$ cat src/rtl/axil_gpio_slave.sv
// AXI4-Lite responder for board I/O: LED register, two 7-segment nibbles, switch bank with change flags/irq.
// Latency: write response 2 cycles after simultaneous AW+W handshake; read data 1 cycle after AR handshake.
// Backpressure: one-entry AW/W holders (ready = holder empty); no commit while a write response is pending; arready = !rvalid.
module axil_gpio_slave #(
    parameter int          ADDR_W  = 8,
    parameter logic [7:0]  LED_RST = 8'h00
) (
    input  logic              clk,
    input  logic              rst,
    input  logic [ADDR_W-1:0] s_awaddr,
    input  logic              s_awvalid,
    output logic              s_awready,
    input  logic [31:0]       s_wdata,
    input  logic [3:0]        s_wstrb,
    input  logic              s_wvalid,
    output logic              s_wready,
    output logic [1:0]        s_bresp,
    output logic              s_bvalid,
    input  logic              s_bready,
    input  logic [ADDR_W-1:0] s_araddr,
    input  logic              s_arvalid,
    output logic              s_arready,
    output logic [31:0]       s_rdata,
    output logic [1:0]        s_rresp,
    output logic              s_rvalid,
    input  logic              s_rready,
    input  logic [3:0]        sw_in,
    output logic [7:0]        led_out,
    output logic [3:0]        seg1_out,
    output logic [3:0]        seg2_out,
    output logic              irq
);

    localparam logic [1:0] RESP_OKAY   = 2'b00;
    localparam logic [1:0] RESP_SLVERR = 2'b10;

    // Write holding registers (only the bits any register can use are kept)
    logic              aw_full;
    logic [ADDR_W-1:0] aw_addr;
    logic              w_full;
    logic [8:0]        w_data;
    logic [1:0]        w_strb;

    // Switch synchronizer, edge-detect copy, sticky change flags
    logic [3:0] sw_m;
    logic [3:0] sw_s;
    logic [3:0] sw_d;
    logic [3:0] flags;
    logic       irq_en;

    logic       aw_hs;
    logic       w_hs;
    logic       ar_hs;
    logic       commit;
    logic       wr_err;
    logic       led_we;
    logic       seg_we;
    logic       ien_we;
    logic [3:0] flag_clr;
    logic [31:0] rd_val;
    logic       rd_err;

    // Bits of the bus that no register decodes
    logic unused_bits;
    assign unused_bits = ^{s_wdata[31:9], s_wstrb[3:2], aw_addr[1:0], s_araddr[1:0]};

    assign s_awready = !aw_full;
    assign s_wready  = !w_full;
    assign s_arready = !s_rvalid;
    assign aw_hs     = s_awvalid && s_awready;
    assign w_hs      = s_wvalid && s_wready;
    assign ar_hs     = s_arvalid && s_arready;
    assign commit    = aw_full && w_full && !s_bvalid;

    // Write decode: which register lanes the committing beat updates
    always_comb begin
        wr_err   = 1'b0;
        led_we   = 1'b0;
        seg_we   = 1'b0;
        ien_we   = 1'b0;
        flag_clr = 4'h0;
        if ((aw_addr >> 4) != '0) begin
            wr_err = 1'b1;
        end else begin
            case (aw_addr[3:2])
                2'd0: led_we = commit && w_strb[0];
                2'd1: seg_we = commit && w_strb[0];
                2'd2: wr_err = 1'b1;
                default: begin
                    flag_clr = (commit && w_strb[0]) ? w_data[3:0] : 4'h0;
                    ien_we   = commit && w_strb[1];
                end
            endcase
        end
    end

    // AW/W holders fill on handshake and drain together on commit
    always_ff @(posedge clk or posedge rst) begin
        if (rst) begin
            aw_full <= 1'b0;
            aw_addr <= '0;
            w_full  <= 1'b0;
            w_data  <= '0;
            w_strb  <= '0;
        end else begin
            if (commit) begin
                aw_full <= 1'b0;
            end else if (aw_hs) begin
                aw_full <= 1'b1;
                aw_addr <= s_awaddr;
            end
            if (commit) begin
                w_full <= 1'b0;
            end else if (w_hs) begin
                w_full <= 1'b1;
                w_data <= s_wdata[8:0];
                w_strb <= s_wstrb[1:0];
            end
        end
    end

    // Write response: raised the cycle after commit, held until bready
    always_ff @(posedge clk or posedge rst) begin
        if (rst) begin
            s_bvalid <= 1'b0;
            s_bresp  <= RESP_OKAY;
        end else if (commit) begin
            s_bvalid <= 1'b1;
            s_bresp  <= wr_err ? RESP_SLVERR : RESP_OKAY;
        end else if (s_bvalid && s_bready) begin
            s_bvalid <= 1'b0;
        end
    end

    // Software-writable registers
    always_ff @(posedge clk or posedge rst) begin
        if (rst) begin
            led_out  <= LED_RST;
            seg1_out <= 4'h0;
            seg2_out <= 4'h0;
            irq_en   <= 1'b0;
        end else begin
            if (led_we) begin
                led_out <= w_data[7:0];
            end
            if (seg_we) begin
                seg1_out <= w_data[3:0];
                seg2_out <= w_data[7:4];
            end
            if (ien_we) begin
                irq_en <= w_data[8];
            end
        end
    end

    // Switch sync, change flags (a new edge beats a same-cycle W1C) and registered irq
    always_ff @(posedge clk or posedge rst) begin
        if (rst) begin
            sw_m  <= 4'h0;
            sw_s  <= 4'h0;
            sw_d  <= 4'h0;
            flags <= 4'h0;
            irq   <= 1'b0;
        end else begin
            sw_m  <= sw_in;
            sw_s  <= sw_m;
            sw_d  <= sw_s;
            flags <= (flags & ~flag_clr) | (sw_s ^ sw_d);
            irq   <= irq_en && (|flags);
        end
    end

    // Read mux over current register state
    always_comb begin
        rd_val = 32'h0;
        rd_err = 1'b0;
        if ((s_araddr >> 4) != '0) begin
            rd_err = 1'b1;
        end else begin
            case (s_araddr[3:2])
                2'd0:    rd_val = {24'h0, led_out};
                2'd1:    rd_val = {24'h0, seg2_out, seg1_out};
                2'd2:    rd_val = {28'h0, sw_s};
                default: rd_val = {23'h0, irq_en, 4'h0, flags};
            endcase
        end
    end

    // Read response: captured on AR handshake, held until rready
    always_ff @(posedge clk or posedge rst) begin
        if (rst) begin
            s_rvalid <= 1'b0;
            s_rdata  <= 32'h0;
            s_rresp  <= RESP_OKAY;
        end else if (ar_hs) begin
            s_rvalid <= 1'b1;
            s_rdata  <= rd_val;
            s_rresp  <= rd_err ? RESP_SLVERR : RESP_OKAY;
        end else if (s_rvalid && s_rready) begin
            s_rvalid <= 1'b0;
        end
    end

endmodule
$ cat config.mk
export PLATFORM = sky130hd
export DESIGN_NAME = axil_gpio_slave
export DESIGN_NICKNAME = d
export VERILOG_FILES = /design/src/rtl/axil_gpio_slave.sv
export SDC_FILE = /design/constraint.sdc
export NUM_CORES = 1
export LEC_CHECK = 0
export BUFFER_PORTS_ARGS = -buffer_cell sky130_fd_sc_hd__buf_2
export CELL_PAD_IN_SITES_DETAIL_PLACEMENT = 0
export CELL_PAD_IN_SITES_GLOBAL_PLACEMENT = 1
export CORE_ASPECT_RATIO = 1.1
export CORE_MARGIN = 2
export CORE_UTILIZATION = 39
export DETAILED_ROUTE_END_ITERATION = 8
export PLACE_DENSITY = 0.87
export SETUP_SLACK_MARGIN = 0.15
export SKIP_CTS_REPAIR_TIMING = 1
export SYNTH_ARGS = -nofsm -noshare
export SYNTH_HDL_FRONTEND = slang
export SYNTH_SLANG_ARGS = --single-unit
$ cat constraint.sdc
create_clock -name clk -period 5.2 [get_ports clk]
set_input_delay 0.26 -clock clk [delete_from_list [all_inputs] [get_ports clk]]
set_output_delay 0.26 -clock clk [all_outputs]
set_load 0.01 [all_outputs]
# Yosys cells after proc, flatten, opt, wreduce, memory -nomap -nowiden
# Index checks and enable logic that the tools add are counted.
# totals
reg_bits,93
out_inout_bits,58
inputBits,63
word_cells,78
# op_classes
eq_ne,4
mux,24
bitwise_logic,5
reduce_logical,26
# op_table
op,count
$pmux 9 s3,1
$mux 1,17
$reduce_bool 8->1,2
$mux 4,3
$logic_and 1x1->1,10
$mux 9,1
$reduce_bool 2->1,4
$and 4x4->4,1
$eq 2x1->1 const B,2
$eq 2x2->1 const B,2
$logic_not 1->1,4
$logic_not 2->1,2
$mux 2,2
$not 4->4,1
$or 4x4->4,1
$reduce_and 2->1,2
$reduce_or 4->1,1
$xor 4x4->4,1
$reduce_or 3->1,1
$not 1->1,1

# Depth between registers and ports, before layout
# Gate-level depths: netlist of run 1.
# depth
word_depth,9
mapped_depth,4

# Least setup slack after synthesis of run 1
# Ideal clock, no wire load.
# synth_timing
path_type,reg-to-reg
start,reg aw_addr[4]
end,reg led_out[0]
path_slack_ps,3620
n_path_buf,1
path_stages_with_launch,5
period_less_slack_ps,1580
t_arrival_ps,1455
setup_time_ps,125
cell_sequence,dfrtp_1 -> nor4_4 -> and4b_1 -> buf_6 -> mux2_2
# synth_via
elab_chain_len,2
# synth_lines
element,line,source
"start, declared",39,logic [ADDR_W-1:0] aw_addr;
"start signal, assigned",110,aw_addr <= s_awaddr;
$reduce_bool 8->1,82,if ((aw_addr >> 4) != '0) begin
$mux 1,82,
"end signal, assigned",144,led_out <= w_data[7:0];
"end, declared",28,"output logic [7:0] led_out,"
# No other way between the ends.
# A chain may end at the register's enable or synchronous reset.

# Worst setup path in the final report of run 1
# layout_timing
start,reg aw_addr[4]
end,reg seg2_out[1]
# layout_via
elab_chain_len,2
# layout_lines
element,line,source
$reduce_bool 8->1,82,
$mux 1,82,
"end signal, assigned",148,seg2_out <= w_data[7:4];
"end, declared",30,"output logic [3:0] seg2_out,"
# No other way between the ends.

==> results of run 1 <==
==> path summary, 6_finish.rpt <==
| path | startpoint | to | slack, ns | cells past startpoint |
|---|---|---|---|---|
| setup / recovery | aw_addr[4] | seg2_out[1] | 3.20 | 3 |
| max in group asynchronous | rst | w_data[4] | 4.53 | 3 |
| hold / removal | sw_in[2] | sw_m[2] | 0.03 | 1 |
| setup reg to reg | aw_addr[4] | seg2_out[1] | 3.20 | 3 |
| hold reg to reg | sw_m[3] | sw_s[3] | 0.35 | 0 |
| min in group asynchronous | rst | w_data[3] | 0.15 | 3 |
==> cell usage in the layout, fill, tap and decap left out <==
| cell | synthesis | layout |
|---|---|---|
| nand3b_1 | 1 | 1 |
| a21o_1 | 4 | 4 |
| o21a_1 | 2 | 2 |
| a22o_1 | 5 | 5 |
| nor4_4 | 1 | 1 |
| conb_1 | 1 | 25 |
| mux4_2 | 4 | 4 |
| and4_1 | 1 | 1 |
| and4bb_2 | 1 | 1 |
| buf_2 | 2 | 66 |
| dfrtp_1 | 66 | 66 |
| clkbuf_1 | 2 | 2 |
| nor2b_1 | 3 | 3 |
| buf_4 | 25 | 1 |
| and2_1 | 1 | 1 |
| inv_2 | 0 | 1 |
| and4b_1 | 2 | 2 |
| mux2i_1 | 4 | 4 |
| mux2_2 | 33 | 33 |
| o21ai_0 | 9 | 9 |
| nand4_1 | 4 | 4 |
| o41a_1 | 1 | 1 |
| nand2b_1 | 1 | 1 |
| xor2_1 | 4 | 4 |
| nand2_1 | 6 | 6 |
| a21oi_1 | 1 | 1 |
| clkbuf_8 | 0 | 12 |
| or3b_2 | 1 | 1 |
| inv_1 | 8 | 7 |
| clkinv_2 | 0 | 2 |
| nor4_1 | 1 | 1 |
| and3_1 | 1 | 1 |
==> logic make-up after synthesis <==
group / synth area share, %
other: 0.135
AO/OA/AOI/OAI: 5.42
AND/OR/NAND/NOR: 6.14
buffers and inverters: 9.30
XOR/XNOR: 1.26
multiplexers: 18.1
flip-flops: 59.6
==> registers in the layout (all words and copies together) (netlist names) <==
name,cells
aw_full,1
s_rvalid,1
w_full,1
s_rdata,9
led_out,8
irq,1
sw_s,4
w_strb,2
s_bresp,1
irq_en,1
sw_m,4
flags,4
aw_addr,6
seg1_out,4
seg2_out,4
s_rresp,1
s_bvalid,1
sw_d,4
w_data,9
==> where the power goes <==
group	internal, uW	switching (uW)	total (uW)
logic	185	164	350
clock network	211	178	389
registers	649	105	754
total	1040	448	1490
==> final cells by class <==
type,instances,share of cell area [%]
Inverter,8,0.921
Sequential cell,66,50.7
Clock buffer,14,5.30
Multi-Input combinational cell,116,29.2
Clock inverter,2,0.307
Timing Repair Buffer,67,10.4
Tap cell,85,3.26
==> stage by stage <==
step | instance area (um^2) | hold slack, ns
after floorplan | 2860 | 0.291
after global placement | 3080 | 0.333
after detailed placement | 3080 | 0.337
after CTS | 3260 | 0.0141
after global routing | 3260 | 0.0118
final | 3260 | 0.0254
==> layer usage <==
layer,wire (um),track usage [%]
met5,0,0
met3,352,4.46
met4,106,8.07
met1,2260,18.0
met2,2410,21.0
==> critical path, stage by stage (launching register included) <==
cell and delay, ns:
dfrtp_1 0.41, nor4_4 0.49, and4_1 0.59, mux2_2 0.40
==> results.toml, run 1 <==
[timing]
period_share_pct = 38.4
maxSlewHeadroom_pct = 18.6
setup_violations = 0
hold_viol_final = 0
drv_slew = 0
min_period_ns = 2.00
rsz0062_at_grt = "false"
skew_ns = 0.00651
worst_slew_pin_slew_ns = 1.22
fin_ws_ns = 3.20
fmax_mhz = 501
setup_tns_ns = 0

[global_routing]
grt_max_degree = 67
antenna_found_initial = 0
grt_util_all_layers_pct = 14.1
gr-total-overflow = 0
grt_pass1_wl_um = 8300
grt_pass1_vias = 1640

[placement]
hpwl_um = 3660
port_buffers = 66
place_congestion = 0.743
dp_slack_ns = 3.18
dp_cells = 342

[clock_network]
cts_tree = "done"
insertion_delay_ns = 0.34
cts.clk_slew.worst_paths_ns = 0.07
cts_buffers = 9
cts_max_path_buffers = 2
root_buffer = "clkbuf_8"
htree_levels = 3
cts_num_sinks = 66

[critical_path]
critPathKind = "reg -> reg"
cp.arrival_ns = 2.22
crit_path_start_kind = "flop"
cp_max_fo = 8
critical_path.endpoint_type = "flop"
cp.required_ns = 5.42

[synthesis]
synth_top_area_share_pct = 59.6
ys_seq_elements = 66
synth_cell_types = 30
yosysWarnings = 0
synth_edf_count = 0
synth_area_um2 = 2770
ys.flop_type = "dfrtp_1"
synth_common_cells = "dfrtp_1, mux2_2, buf_4, o21ai_0, inv_1"
yosys.area.top_type = "dfrtp_1"
yosysMostFrequentCell = "dfrtp_1"
syn_avg_cell_area_um2 = 14.1
async_reset_ff_share_pct = 100
syn_inst = 197
synth-seq-area-share_pct = 59.6
yosys-top-cells-area = "dfrtp_1, mux2_2, buf_4"

[cells_and_area]
synthToLayoutAreaGrowth_pct = 17.7
multi_input_area_um2 = 951
regArea_um2 = 1650
final_nets = 331
antenna_cells = 0
fillCellCount = 657
utilization_pct = 46.8
stdcell_count = 358
drive_above_1_share_pct = 44.7

[floorplan]
die_y_um = 92.4
rows = 32
initial_core_util_pct = 39.8
die_w_um = 84.4
core_area_um2 = 6970
die_area_um2 = 7790
ios = 121

[flow_run]
cap_viol_max_count = 0

[drt]
vias = 1663
drt_wl_total_um = 5130
drt_iter0_drc = 65
dr.pass1.iters = 4
via_per_inst = 4.65
drc = 0
post_drt_wl_per_cell_um = 14.3
ant_nets = 0

[power_and_ir_drop]
p_per_area_nw_per_um2 = 458
p_leak_uw = 0.00164
vdd_ir_drop_max_uv = 209
power_uw = 1490

[run_status]
outcome = "complete, no violations"

[min_path]
min_path_type = "in -> reg"
Power figures use the tool's default switching activity.
==> run 2, diff against run 1 <==
--- a/config.mk
+++ b/config.mk
@@ -10,9 +10,9 @@
 export CELL_PAD_IN_SITES_GLOBAL_PLACEMENT = 1
 export CORE_ASPECT_RATIO = 1.1
 export CORE_MARGIN = 2
-export CORE_UTILIZATION = 39
+export CORE_UTILIZATION = 36
 export DETAILED_ROUTE_END_ITERATION = 8
-export PLACE_DENSITY = 0.87
+export PLACE_DENSITY = 0.81
 export SETUP_SLACK_MARGIN = 0.15
 export SKIP_CTS_REPAIR_TIMING = 1
 export SYNTH_ARGS = -nofsm -noshare
==> constraint.sdc (replaced) <==
create_clock -name clk -period 2 [get_ports clk]
set_input_delay 0.1 -clock clk [delete_from_list [all_inputs] [get_ports clk]]
set_output_delay 0.1 -clock clk [all_outputs]
set_load 0.01 [all_outputs]
==> run 2 against run 1 <==
The run now ends with negative hold slack left. Sequential cell count stayed put. Power grew to 2.6 times the previous value. Clock power grew to 2.6 times the previous value. Combinational power grew to 2.7 times the previous value. Largest power group unchanged.
==> results.toml, run 2 (synthesis results as in run 1) <==
[run_status]
outcome = "finished, violations left"
violations = "negative hold slack"

[floorplan]
ios = 121
die_w_um = 87.6
core_area_um2 = 7470
initial_core_util_pct = 37.1
die_area_um2 = 8410
rows = 33
die_y_um = 96

[power_and_ir_drop]
vdd_ir_drop_max_uv = 476
p_leak_uw = 0.00174
power_uw = 3930
p_per_area_nw_per_um2 = 1120

[timing]
period_share_pct = 83.8
fmax_mhz = 596
min_period_ns = 1.68
rsz0062_at_grt = "false"
drv_slew = 0
setup_tns_ns = 0
worst_slew_pin_slew_ns = 0.743
hold_viol_final = 2
skew_ns = 0.00523
maxSlewHeadroom_pct = 50.4
hold_ws_ns = -0.00400
setup_violations = 0

[cells_and_area]
fillCellCount = 695
synthToLayoutAreaGrowth_pct = 26.9
stdcell_count = 401
antenna_cells = 0
final_nets = 354
final_cell_mix = "dfrtp_1, buf_2, mux2_2, conb_1, dlygate4sd3_1"
drive_above_1_share_pct = 42.9
largestRegisters = "s_rdata: 9 flops, w_data: 9 flops, led_out: 8 flops"

[drt]
via_per_inst = 4.35
vias = 1745
drt_wl_total_um = 5270
drc = 0
drt_iter0_drc = 54
post_drt_wl_per_cell_um = 13.1
ant_nets = 0
dr.pass1.iters = 4

[critical_path]
critPathKind = "reg -> reg"
critPathTopFamily = "simple AND/OR/NAND/NOR gates"
cp.required_ns = 2.22
cp_max_fo = 8
cpMostUsedCell = "and4b_1"
path_buf_inv = 1
reg2reg_depth = 4
slowest_stage = "dfrtp_1"
crit_path_start_kind = "flop"
critical_path.endpoint_type = "flop"
crit_chain = "and4b_1, and4b_1, buf_4, mux2_2"
slowest_delay_ns = 0.40
cp.arrival_ns = 1.90
crit_cells = 4

[clock_network]
cts_max_path_buffers = 2
root_buffer = "clkbuf_8"
cts_buffers = 9
cts_tree = "done"
cts_num_sinks = 66
insertion_delay_ns = 0.34
cts.clk_slew.worst_paths_ns = 0.07
htree_levels = 3

[global_routing]
grt_pass1_vias = 1671
antenna_found_initial = 0
gr-total-overflow = 0
grt_max_degree = 35
grt_pass1_wl_um = 8180
grt_util_all_layers_pct = 13.2

[flow_run]
cap_viol_max_count = 0

[min_path]
hold_path_depth = 2
min_path_type = "in -> reg"

[placement]
place_congestion = 0.773
port_buffers = 66
hpwl_um = 3780
dp_cells = 367
run 2: changes by cell type in the layout (fill, tap and decap cells not counted), sizes merged:
cell         change
dlygate4sd3     +18
buf              +5
run 2: path summary, 6_finish.rpt:
| kind | slack (ns) | to | start |
|---|---|---|---|
| min reg2reg | 0.35 | sw_s[2] | sw_m[2] |
| max | 0.32 | led_out[0] | s_bvalid |
| min in group asynchronous | 0.44 | aw_full | rst |
| min | -0.004 | aw_addr[7] | s_awaddr[7] |
| max in group asynchronous | 0.92 | sw_d[0] | rst |
| max reg2reg | 0.32 | led_out[0] | s_bvalid |
run 2: where the power goes:
group          total [uW]  switching [uW]  internal (uW)  leakage [uW]
registers            1950             268           1690      0.000813
logic                 958             435            523      0.000832
clock network        1020             470            549     0.0000965
run 2: metrics by stage:
stage / hold WS (ns) / setup slack [ns] / instance area [um^2] / util, %
after floorplan: 0.131 / 0.245 / 2860 / -
after global placement: 0.210 / 0.355 / 3150 / 42.2
after detailed placement: 0.209 / 0.314 / 3150 / 42.2
after CTS: -0.149 / 0.295 / 3330 / 44.6
after global routing: 0.000135 / 0.240 / 3510 / 47.0
final: -0.00400 / 0.323 / 3510 / 47.0
run 2: routing by layer:
| layer | part of all wire, % | wire length, um | global-route usage [%] | up-vias |
|---|---|---|---|---|
| met5 | 0 | 0 | 0 | - |
| met4 | 2.3 | 119 | 8.08 | 0 |
| met3 | 4.7 | 250 | 3.09 | 11 |
| met2 | 47 | 2500 | 20.6 | 58 |
| met1 | 46 | 2400 | 16.6 | 845 |
| li1 | - | - | - | 831 |
run 2: final cells by class:
class / count / area, um^2 / area share (%)
Multi-Input combinational cell: 116 / 951 / 27.1
Clock buffer: 14 / 173 / 4.91
Clock inverter: 2 / 10.0 / 0.285
Timing Repair Buffer: 90 / 568 / 16.2
Sequential cell: 66 / 1650 / 47.0
Inverter: 8 / 30.0 / 0.854
Tap cell: 105 / 131 / 3.74
